File: config.mk
export PLATFORM = sky130hd
export DESIGN_NAME = controlador_salida_conmutacion_flat
export DESIGN_NICKNAME = d
export VERILOG_FILES = /design/src/rtl/controlador_salida_conmutacion_if.sv /design/src/rtl/controlador_salida_conmutacion.sv /design/src/flat_wrapper.sv
export SDC_FILE = /design/constraint.sdc
export NUM_CORES = 1
export LEC_CHECK = 0
export BUFFER_PORTS_ARGS = -buffer_cell sky130_fd_sc_hd__buf_4
export CAP_MARGIN = 5
export CORE_ASPECT_RATIO = 0.9
export CORE_UTILIZATION = 55
export CTS_CLUSTER_SIZE = 14
export DETAILED_ROUTE_END_ITERATION = 6
export PLACE_DENSITY = 0.71
export SYNTH_ARGS = -nofsm -noshare
export SYNTH_HDL_FRONTEND = slang
export SYNTH_SLANG_ARGS = --single-unit
File: constraint.sdc
create_clock -name clk -period 2.3 [get_ports clk]
set_input_delay 0 -clock clk [delete_from_list [all_inputs] [get_ports clk]]
set_output_delay 0 -clock clk [all_outputs]
set_load 0.05 [all_outputs]
File: src/rtl/controlador_salida_conmutacion_if.sv
// Interface for the switching-output sequencer.
// master: the PWM/switching generator side, which drives the requests and the raw signal.
// slave:  the sequencer, which drives the demux select, the gate and the status outputs.
// The requests are plain level signals, not a valid/ready handshake. A requester keeps
// req[i] high for as long as it wants output i. The sequencer shows which channel it has
// accepted on grant.
interface controlador_salida_conmutacion_if;
    logic [1:0] req;
    logic       In_signal_conmutacion;
    logic       select_salida;
    logic       habilitar;
    logic       signal_conmutacion_out;
    logic [1:0] grant;
    logic       ocupado;
    logic [1:0] estado;   // debug view of the FSM state (0 IDLE, 1 DEAD, 2 ACTIVE)

    modport master (
        output req, In_signal_conmutacion,
        input  select_salida, habilitar, signal_conmutacion_out, grant, ocupado, estado
    );

    modport slave (
        input  req, In_signal_conmutacion,
        output select_salida, habilitar, signal_conmutacion_out, grant, ocupado, estado
    );
endinterface

File: src/rtl/controlador_salida_conmutacion.sv
// Sequencer for the 1-to-2 switching-signal output demux.
// It arbitrates two channel requesters and drives the demux select. The switching signal
// is gated low during a dead time around every select change. Each grant is held for a
// minimum dwell time.
// Optional feature: define SALIDA_ROUND_ROBIN_EN to arbitrate round-robin. By default
// channel 0 has fixed priority.
module controlador_salida_conmutacion #(
    parameter int DEAD_TIME = 4,
    parameter int MIN_DWELL = 16,
    parameter int CW        = 8
) (
    input  logic                                  clk,
    input  logic                                  reset,
    controlador_salida_conmutacion_if.slave       bus
);

    typedef enum logic [1:0] {
        IDLE   = 2'd0,
        DEAD   = 2'd1,
        ACTIVE = 2'd2
    } estado_t;

    localparam logic [CW-1:0] DEAD_INIT = CW'(DEAD_TIME - 1);
    localparam logic [CW-1:0] DWELL_MAX = CW'(MIN_DWELL - 1);

    estado_t       state_q, state_d;
    logic          sel_q, sel_d;
    logic          hab_q, hab_d;
    logic [1:0]    grant_q, grant_d;
    logic          ocup_q, ocup_d;
    logic [CW-1:0] dead_cnt_q, dead_cnt_d;
    logic [CW-1:0] dwell_cnt_q, dwell_cnt_d;
    logic          last_grant_q, last_grant_d;

    logic          winner;
    logic          sel_otro;

    assign sel_otro = ~sel_q;

    // Arbitration winner. A single request wins outright; a contest uses the configured policy.
    always_comb begin
        winner = bus.req[1];
        if (bus.req == 2'b11) begin
`ifdef SALIDA_ROUND_ROBIN_EN
            winner = ~last_grant_q;
`else
            winner = 1'b0;
`endif
        end
    end

    // Next-state and next-output logic for the IDLE / DEAD / ACTIVE sequencer.
    always_comb begin
        state_d      = state_q;
        sel_d        = sel_q;
        hab_d        = hab_q;
        grant_d      = grant_q;
        ocup_d       = ocup_q;
        dead_cnt_d   = dead_cnt_q;
        dwell_cnt_d  = dwell_cnt_q;
        last_grant_d = last_grant_q;
        case (state_q)
            IDLE: begin
                hab_d   = 1'b0;
                grant_d = 2'b00;
                if (bus.req != 2'b00) begin
                    sel_d      = winner;
                    ocup_d     = 1'b1;
                    dead_cnt_d = DEAD_INIT;
                    state_d    = DEAD;
                end
            end
            DEAD: begin
                hab_d   = 1'b0;
                grant_d = 2'b00;
                ocup_d  = 1'b1;
                if (dead_cnt_q != '0) begin
                    dead_cnt_d = dead_cnt_q - 1'b1;
                end else if (bus.req[sel_q]) begin
                    state_d      = ACTIVE;
                    hab_d        = 1'b1;
                    grant_d      = sel_q ? 2'b10 : 2'b01;
                    last_grant_d = sel_q;
                    dwell_cnt_d  = '0;
                    ocup_d       = 1'b0;
                end else if (bus.req[sel_otro]) begin
                    // The selected channel gave up during the dead time, so retarget the
                    // other channel. A full dead time starts again because select moves.
                    sel_d      = sel_otro;
                    dead_cnt_d = DEAD_INIT;
                end else begin
                    state_d = IDLE;
                    ocup_d  = 1'b0;
                end
            end
            ACTIVE: begin
                hab_d = 1'b1;
                if (dwell_cnt_q != DWELL_MAX) begin
                    // The minimum dwell is not over yet; ignore requests until it is.
                    dwell_cnt_d = dwell_cnt_q + 1'b1;
                end else if (bus.req[sel_otro] && (winner == sel_otro)) begin
                    // Gate off and move select on the same edge. Gated output stays low
                    // through the following dead time.
                    hab_d      = 1'b0;
                    grant_d    = 2'b00;
                    sel_d      = sel_otro;
                    ocup_d     = 1'b1;
                    dead_cnt_d = DEAD_INIT;
                    state_d    = DEAD;
                end else if (bus.req == 2'b00) begin
                    hab_d   = 1'b0;
                    grant_d = 2'b00;
                    state_d = IDLE;
                end
            end
            default: begin
                state_d = IDLE;
                hab_d   = 1'b0;
                grant_d = 2'b00;
                ocup_d  = 1'b0;
            end
        endcase
    end

    // All sequencer state and registered outputs. Reset is asynchronous, so the gate drops at once.
    always_ff @(posedge clk or posedge reset) begin
        if (reset) begin
            state_q      <= IDLE;
            sel_q        <= 1'b0;
            hab_q        <= 1'b0;
            grant_q      <= 2'b00;
            ocup_q       <= 1'b0;
            dead_cnt_q   <= '0;
            dwell_cnt_q  <= '0;
            last_grant_q <= 1'b1;
        end else begin
            state_q      <= state_d;
            sel_q        <= sel_d;
            hab_q        <= hab_d;
            grant_q      <= grant_d;
            ocup_q       <= ocup_d;
            dead_cnt_q   <= dead_cnt_d;
            dwell_cnt_q  <= dwell_cnt_d;
            last_grant_q <= last_grant_d;
        end
    end

    assign bus.select_salida          = sel_q;
    assign bus.habilitar              = hab_q;
    assign bus.grant                  = grant_q;
    assign bus.ocupado                = ocup_q;
    assign bus.estado                 = state_q;
    assign bus.signal_conmutacion_out = bus.In_signal_conmutacion & hab_q;

endmodule

File: src/flat_wrapper.sv
// flat-port wrapper written by rule: the top's interface ports become plain ports
module controlador_salida_conmutacion_flat 
#(
    parameter int DEAD_TIME = 4,
    parameter int MIN_DWELL = 16,
    parameter int CW        = 8
)
  (clk, reset, bus_req, bus_In_signal_conmutacion, bus_select_salida, bus_habilitar, bus_signal_conmutacion_out, bus_grant, bus_ocupado, bus_estado);
  controlador_salida_conmutacion_if bus_i ();
  input  logic clk;
  input  logic reset;
  input wire logic [$bits(bus_i.req)-1:0] bus_req;
  input wire logic [$bits(bus_i.In_signal_conmutacion)-1:0] bus_In_signal_conmutacion;
  output wire logic [$bits(bus_i.select_salida)-1:0] bus_select_salida;
  output wire logic [$bits(bus_i.habilitar)-1:0] bus_habilitar;
  output wire logic [$bits(bus_i.signal_conmutacion_out)-1:0] bus_signal_conmutacion_out;
  output wire logic [$bits(bus_i.grant)-1:0] bus_grant;
  output wire logic [$bits(bus_i.ocupado)-1:0] bus_ocupado;
  output wire logic [$bits(bus_i.estado)-1:0] bus_estado;
  assign bus_i.req = bus_req;
  assign bus_i.In_signal_conmutacion = bus_In_signal_conmutacion;
  assign bus_select_salida = bus_i.select_salida;
  assign bus_habilitar = bus_i.habilitar;
  assign bus_signal_conmutacion_out = bus_i.signal_conmutacion_out;
  assign bus_grant = bus_i.grant;
  assign bus_ocupado = bus_i.ocupado;
  assign bus_estado = bus_i.estado;
  controlador_salida_conmutacion #(.DEAD_TIME(DEAD_TIME), .MIN_DWELL(MIN_DWELL), .CW(CW)) u_core (.clk(clk), .reset(reset), .bus(bus_i));
endmodule
== Word level (Yosys, flattened, before mapping) ==
Cells that the tools add are included.
Operators by class
  $add $sub $neg: 2
  muxes and demuxes: 50
  order comparisons: 2
  reductions and logical operators: 13
  bitwise gates (word level): 2
  equal/unequal tests: 17
Operators by type and width (count)
  8-bit 2-to-1 mux: 9
  2-bit 2-to-1 mux: 12
  8-bit case mux with 3 select lines: 1
  1-bit 2-to-1 mux: 22
  8-bit case mux with 2 select lines: 1
  2-bit by 1-bit inequality test with 1-bit output, second input constant: 5
  8-bit by 1-bit adder with 8-bit output, second input constant: 1
  8-bit by 4-bit inequality test with 1-bit output, second input constant: 1
  8-bit nonzero test: 1
  8-bit by 1-bit subtractor with 8-bit output, second input constant: 1
  7-bit AND reduction: 1
  2-bit inequality test, second input constant: 3
  3-bit by 1-bit inequality test with 1-bit output, second input constant: 2
  3-bit by 2-bit inequality test with 1-bit output, second input constant: 2
  1-bit case mux with 3 select lines: 2
  2-bit case mux with 3 select lines: 1
  6-bit AND reduction: 1
  5-bit AND reduction: 1
  2-bit equality test, second input constant: 2
  2-bit logical NOT: 2
  1-bit by 2-bit less-than comparator with 1-bit output, second input constant: 2
  2-bit case mux with 2 select lines: 1
  4-bit AND reduction: 1
  2-bit nonzero test: 2
  9 further kinds: 9
Word-level totals
  word-level logic and storage cells: 93
  bits in registers: 23
  output and inout port bits: 8
  input bits: 5

== Logic depth before layout (Yosys ltp) ==
  depth in word-level cells: 7
  mapped depth: 8
  gate-level depth less buffers: 7

== Least setup slack after synthesis ==
Ideal clock, no wire load.
  path kind: register -> register
  from: register u_core.sel_q, in the netlist u_core.bus.select_salida
  to: register u_core.dead_cnt_q[7]
  slack: 0.164 ns
  required time: 2.205 ns
  stages on the path, launching flop included: 7
  clock period less this slack: 2.136 ns
  path buffers: 1
  data arrival time: 2.041 ns
  setup time: 0.095 ns
  cells stage by stage: dfrtp_1 > buf_2 > or3b_1 > a211oi_1 > o211ai_1 > or2_1 > o31ai_1
Between the ends
  longest elaborated chain between the ends: 5
  elaborated cells between the ends (all ways): 11
  classes of those cells: 4 x eq/ne; 4 x mux; 1 x bitwise; 2 x reduce/logical
RTL lines
  start: declaration: RTL line controlador_salida_conmutacion.sv:27  | logic sel_q, sel_d;
  start signal: assignment: RTL line controlador_salida_conmutacion.sv:138  | sel_q <= sel_d;
  1-bit 2-to-1 mux (implied by the code) or 1-bit inverter (tied branches): RTL line controlador_salida_conmutacion.sv:86, controlador_salida_conmutacion.sv:101, controlador_salida_conmutacion.sv:38
  1-bit 2-to-1 mux (implied by the code) or 1-bit equality test (tied branches): RTL line controlador_salida_conmutacion.sv:86, controlador_salida_conmutacion.sv:101
  1-bit logical AND: RTL line controlador_salida_conmutacion.sv:101  | end else if (bus.req[sel_otro] && (winner == sel_otro)) begin
  2-bit by 1-bit inequality test with 1-bit output (no source line)
  6-bit AND reduction (no source line) *
  end signal: assignment: RTL line controlador_salida_conmutacion.sv:142  | dead_cnt_q <= dead_cnt_d;
  end: declaration: RTL line controlador_salida_conmutacion.sv:31  | logic [CW-1:0] dead_cnt_q, dead_cnt_d;
Mark *: on every way between the ends. The rest lies on a longest branch, timed or not. The select of a mux whose other input is x is not followed.
A chain may end at the register's enable or synchronous reset.

== Worst setup path after layout ==
  from: register u_core.dead_cnt_q[2]
  to: register u_core.dwell_cnt_q[7]
Between the ends
  longest elaborated chain between the ends: 3
RTL lines
  8-bit nonzero test: RTL line controlador_salida_conmutacion.sv:77  | if (dead_cnt_q != '0) begin
  2-bit inequality test (no source line)
  4-bit AND reduction (no source line)
  end signal: assignment: RTL line controlador_salida_conmutacion.sv:143  | dwell_cnt_q <= dwell_cnt_d;
  end: declaration: RTL line controlador_salida_conmutacion.sv:32  | logic [CW-1:0] dwell_cnt_q, dwell_cnt_d;
No other way between the ends.

==> flow_metrics.py <==
metrics = {
    "setup_path": {
        "rr_startpoint": "u_core.dead_cnt_q[2]",
        "critical_path.max_fanout": 8,
        "critPathBufInv": 0,
        "worst_setup_path_end_kind": "flip-flop",
        "critical-path-max-stage-delay_ns": 0.60,
        "regToRegSetupSlack_ns": 0.14,
        "crit_chain": "or4_4, o41ai_2, and2_2, mux2i_1, nand2_1",
        "r2r.worst_path.cells": 5,
        "r2r_end": "u_core.dwell_cnt_q[7]",
        "path_delay_family": "simple AND/OR/NAND/NOR gates",
        "critical_path_class": "flip-flop to flip-flop",
        "cpMaxStageDelayCell": "sky130_fd_sc_hd__or4_4",
        "worst_ep_arrival_time_ns": 2.37,
        "timing.critical_path.required_ns": 2.50,
        "kind_of_launch_point_of_the_worst_setup_path": "flip-flop",
    },
    "floorplanning": {
        "core_area_mm2": 0.00247,
        "chipHeight_um": 50.7,
        "rows": 17,
        "design.portCount": 13,
        "floorplan.die.width_um": 56.2,
        "start_util": 0.588,
        "design.die.area_mm2": 0.00285,
    },
    "clock_tree": {
        "cts_made_buffers": 3,
        "reg_clk_slew_reported_paths_ns": 0.12,
        "cts_buffer_depth": 2,
        "clock_tree.root_cell": "sky130_fd_sc_hd__clkbuf_4",
        "htree_levels": 1,
        "clock_latency_ns": 0.31,
        "cts_setup_buffers": 0,
        "cts_tree": "done",
        "clkSinkCount": 23,
    },
    "global_routing": {
        "via_count_of_the_first_global_routing_pass": 1230,
        "wire_length_of_the_first_global_routing_pass_um": 5490,
        "grt_overflow_total": 0,
        "pin_count_of_the_biggest_net_entering_global_routing": 24,
        "antenna_found_initial": 0,
        "grt_usage": 0.251,
    },
    "synthesis": {
        "syn-instance-count": 163,
        "most_common_library_cells_after_synthesis": "sky130_fd_sc_hd__dfrtp_1, sky130_fd_sc_hd__nand2_1, sky130_fd_sc_hd__nor2_1",
        "synthDominantAreaCellType": "sky130_fd_sc_hd__dfrtp_1",
        "synth_seq_cells": 23,
        "synthFlopType": "sky130_fd_sc_hd__dfrtp_1",
        "synth_warnings": 0,
        "syn-num-nets": 175,
        "synth.yosys.seq_area_share": 0.397,
        "netlist_area_mm2": 0.00145,
        "syn-mean-instance-area_um2": 8.90,
        "synth_enable_flop_cells": 0,
        "yosys-top-cells-area": "sky130_fd_sc_hd__dfrtp_1, sky130_fd_sc_hd__ha_1, sky130_fd_sc_hd__nand2_1",
        "synth_top_area_share": 0.397,
        "yosys.cell_count.top_type": "sky130_fd_sc_hd__dfrtp_1",
        "asyncSetResetFlopFracSynth": 1.00,
        "yosys.cell_types.count": 44,
    },
    "timing": {
        "setup_repair_after_global_routing_missed_its_margin": "no",
        "post-route-worst-setup-slack_ns": 0.136,
        "finish_stage_setup_viols": 0,
        "tns_ns": 0,
        "final_min_period_ns": 2.16,
        "tightestPinTransition_ns": 0.885,
        "timing.final.crit_share": 0.941,
        "fmax_mhz": 462,
        "relSlewSlack": 0.409,
        "timing.clock.skew_ns": 0.00657,
        "report.final.slew_viol_count": 0,
        "hold_violations": 0,
    },
    "detailed_routing": {
        "final_antenna_net_count": 0,
        "drc": 0,
        "viasPerCell": 6.01,
        "vias": 1275,
        "detailedRoute.firstIterationViolations": 46,
        "drtPass1Iterations": 6,
        "routedWlPerCell_um": 14.6,
        "detail_route.wirelength_um": 3100,
    },
    "min_path": {
        "hp-class": "input pin to flip-flop",
        "worstHoldEndpoint": "u_core.bus.grant[0]",
        "whs_path_depth": 3,
        "hp-start": "bus_req[0]",
    },
    "power": {
        "power.density_cell_area_mw_per_mm2": 414,
        "cellLeakagePower_nw": 0.758,
        "ir_worst_vdd_v": 0.000350,
    },
    "placed_design": {
        "post-dp-hpwl_um": 2340,
        "routabilityCongestion": 0.923,
        "io_buffers": 12,
        "placement.setup.worst_slack_ns": 0.0394,
        "count_of_placed_standard_cells_including_taps": 206,
    },
    "flow_run": {
        "max-cap-violations": 0,
    },
    "final_layout": {
        "layout.nets": 197,
        "antenna-diode-count": 0,
        "stdcell_count": 212,
        "growth_of_design_area_from_synthesis_to_finish_pct": 13.8,
        "post_route_cells_drive_above_1_share": 0.168,
    },
    "outcome": {
        "status": "completed",
    },
}
[per-stage QoR]
| stage | util | area (um2) | total power, mW | hold slack [ns] |
|---|---|---|---|---|
| floorplan | - | 1450 | 0.478 | 0.00192 |
| global placement | 0.650 | 1600 | 0.501 | 0.224 |
| detailed placement | 0.650 | 1600 | 0.503 | 0.240 |
| CTS | 0.669 | 1650 | 0.697 | 0.0135 |
| global route | 0.669 | 1650 | 0.713 | 0.0340 |
| finish | 0.669 | 1650 | 0.684 | 0.0349 |
[report_power, final]
group | leakage [nW] | internal [mW] | switching (mW) | total, mW
clock network | 0.0150 | 0.0678 | 0.118 | 0.186
registers | 0.276 | 0.413 | 0.0105 | 0.424
logic | 0.467 | 0.0281 | 0.0459 | 0.0740
[layout make-up]
type	instances	area (um2)
clock buffers	4	26.3
fillers	202	816
inverters	8	30.0
multi-input cells	128	822
flip-flops and latches	23	576
well taps	28	35.0
repair buffers	21	163
[metal layers]
layer | share of wire | track usage | wire length [um]
met1 | 0.51 | 0.360 | 1590
met2 | 0.42 | 0.385 | 1310
met3 | 0.060 | 0.0567 | 187
met4 | 0.0055 | 0.0650 | 17
met5 | 0 | 0 | 0
[logic make-up after synthesis]
group	synth area share
AO/OA/AOI/OAI	0.208
flip-flops	0.397
adder cells (fa/ha/maj)	0.0603
buffers and inverters	0.0379
AND/OR/NAND/NOR	0.240
multiplexers	0.0578
[registers in the layout (all words and copies together), names as in the netlist]
name / cells
u_core.bus.select_salida: 1
u_core.bus.habilitar: 1
u_core.bus.estado: 2
u_core.dead_cnt_q: 8
u_core.dwell_cnt_q: 8
u_core.bus.grant: 2
u_core.bus.ocupado: 1
[layout by cell type (no fill, tap or decap), types with 5 or more instances in the layout]
master,n
sky130_fd_sc_hd__dfrtp_1,23
sky130_fd_sc_hd__nand2_1,19
sky130_fd_sc_hd__buf_4,19
sky130_fd_sc_hd__nor2_1,13
sky130_fd_sc_hd__a21oi_1,12
sky130_fd_sc_hd__o21ai_0,10
sky130_fd_sc_hd__nand3_1,9
sky130_fd_sc_hd__inv_1,8
sky130_fd_sc_hd__o21ai_1,7
sky130_fd_sc_hd__ha_1,7
sky130_fd_sc_hd__mux2i_1,5
sky130_fd_sc_hd__nor3_1,5
[tightest hold or removal path: cells and delay by family]
family	cells	cell delay [ns]
compound gates	1	0.09
buf+inv	2	0.23
[how the worst max path moves through the flow]
stage                                   startpoint                     to  slack [ns]  cells past startpoint
after floorplan           u_core.bus.select_salida   u_core.dead_cnt_q[7]        0.16                      6
after CTS                     u_core.dead_cnt_q[2]  u_core.dwell_cnt_q[7]        0.02                      5
after detailed placement      u_core.dead_cnt_q[2]  u_core.dwell_cnt_q[7]        0.04                      5
after global routing          u_core.dead_cnt_q[2]  u_core.dwell_cnt_q[7]       0.003                      5
after global placement        u_core.dead_cnt_q[2]  u_core.dwell_cnt_q[7]        0.15                      5
final                         u_core.dead_cnt_q[2]  u_core.dwell_cnt_q[7]        0.14                      5
[repair_timing]
action,4_1_cts,5_1_grt
resized for setup,0,1
hold buffers,2,0
endpoints found under the setup margin,0,4
hold endpoints to repair,24,0
(Power assumes the default switching activity.)
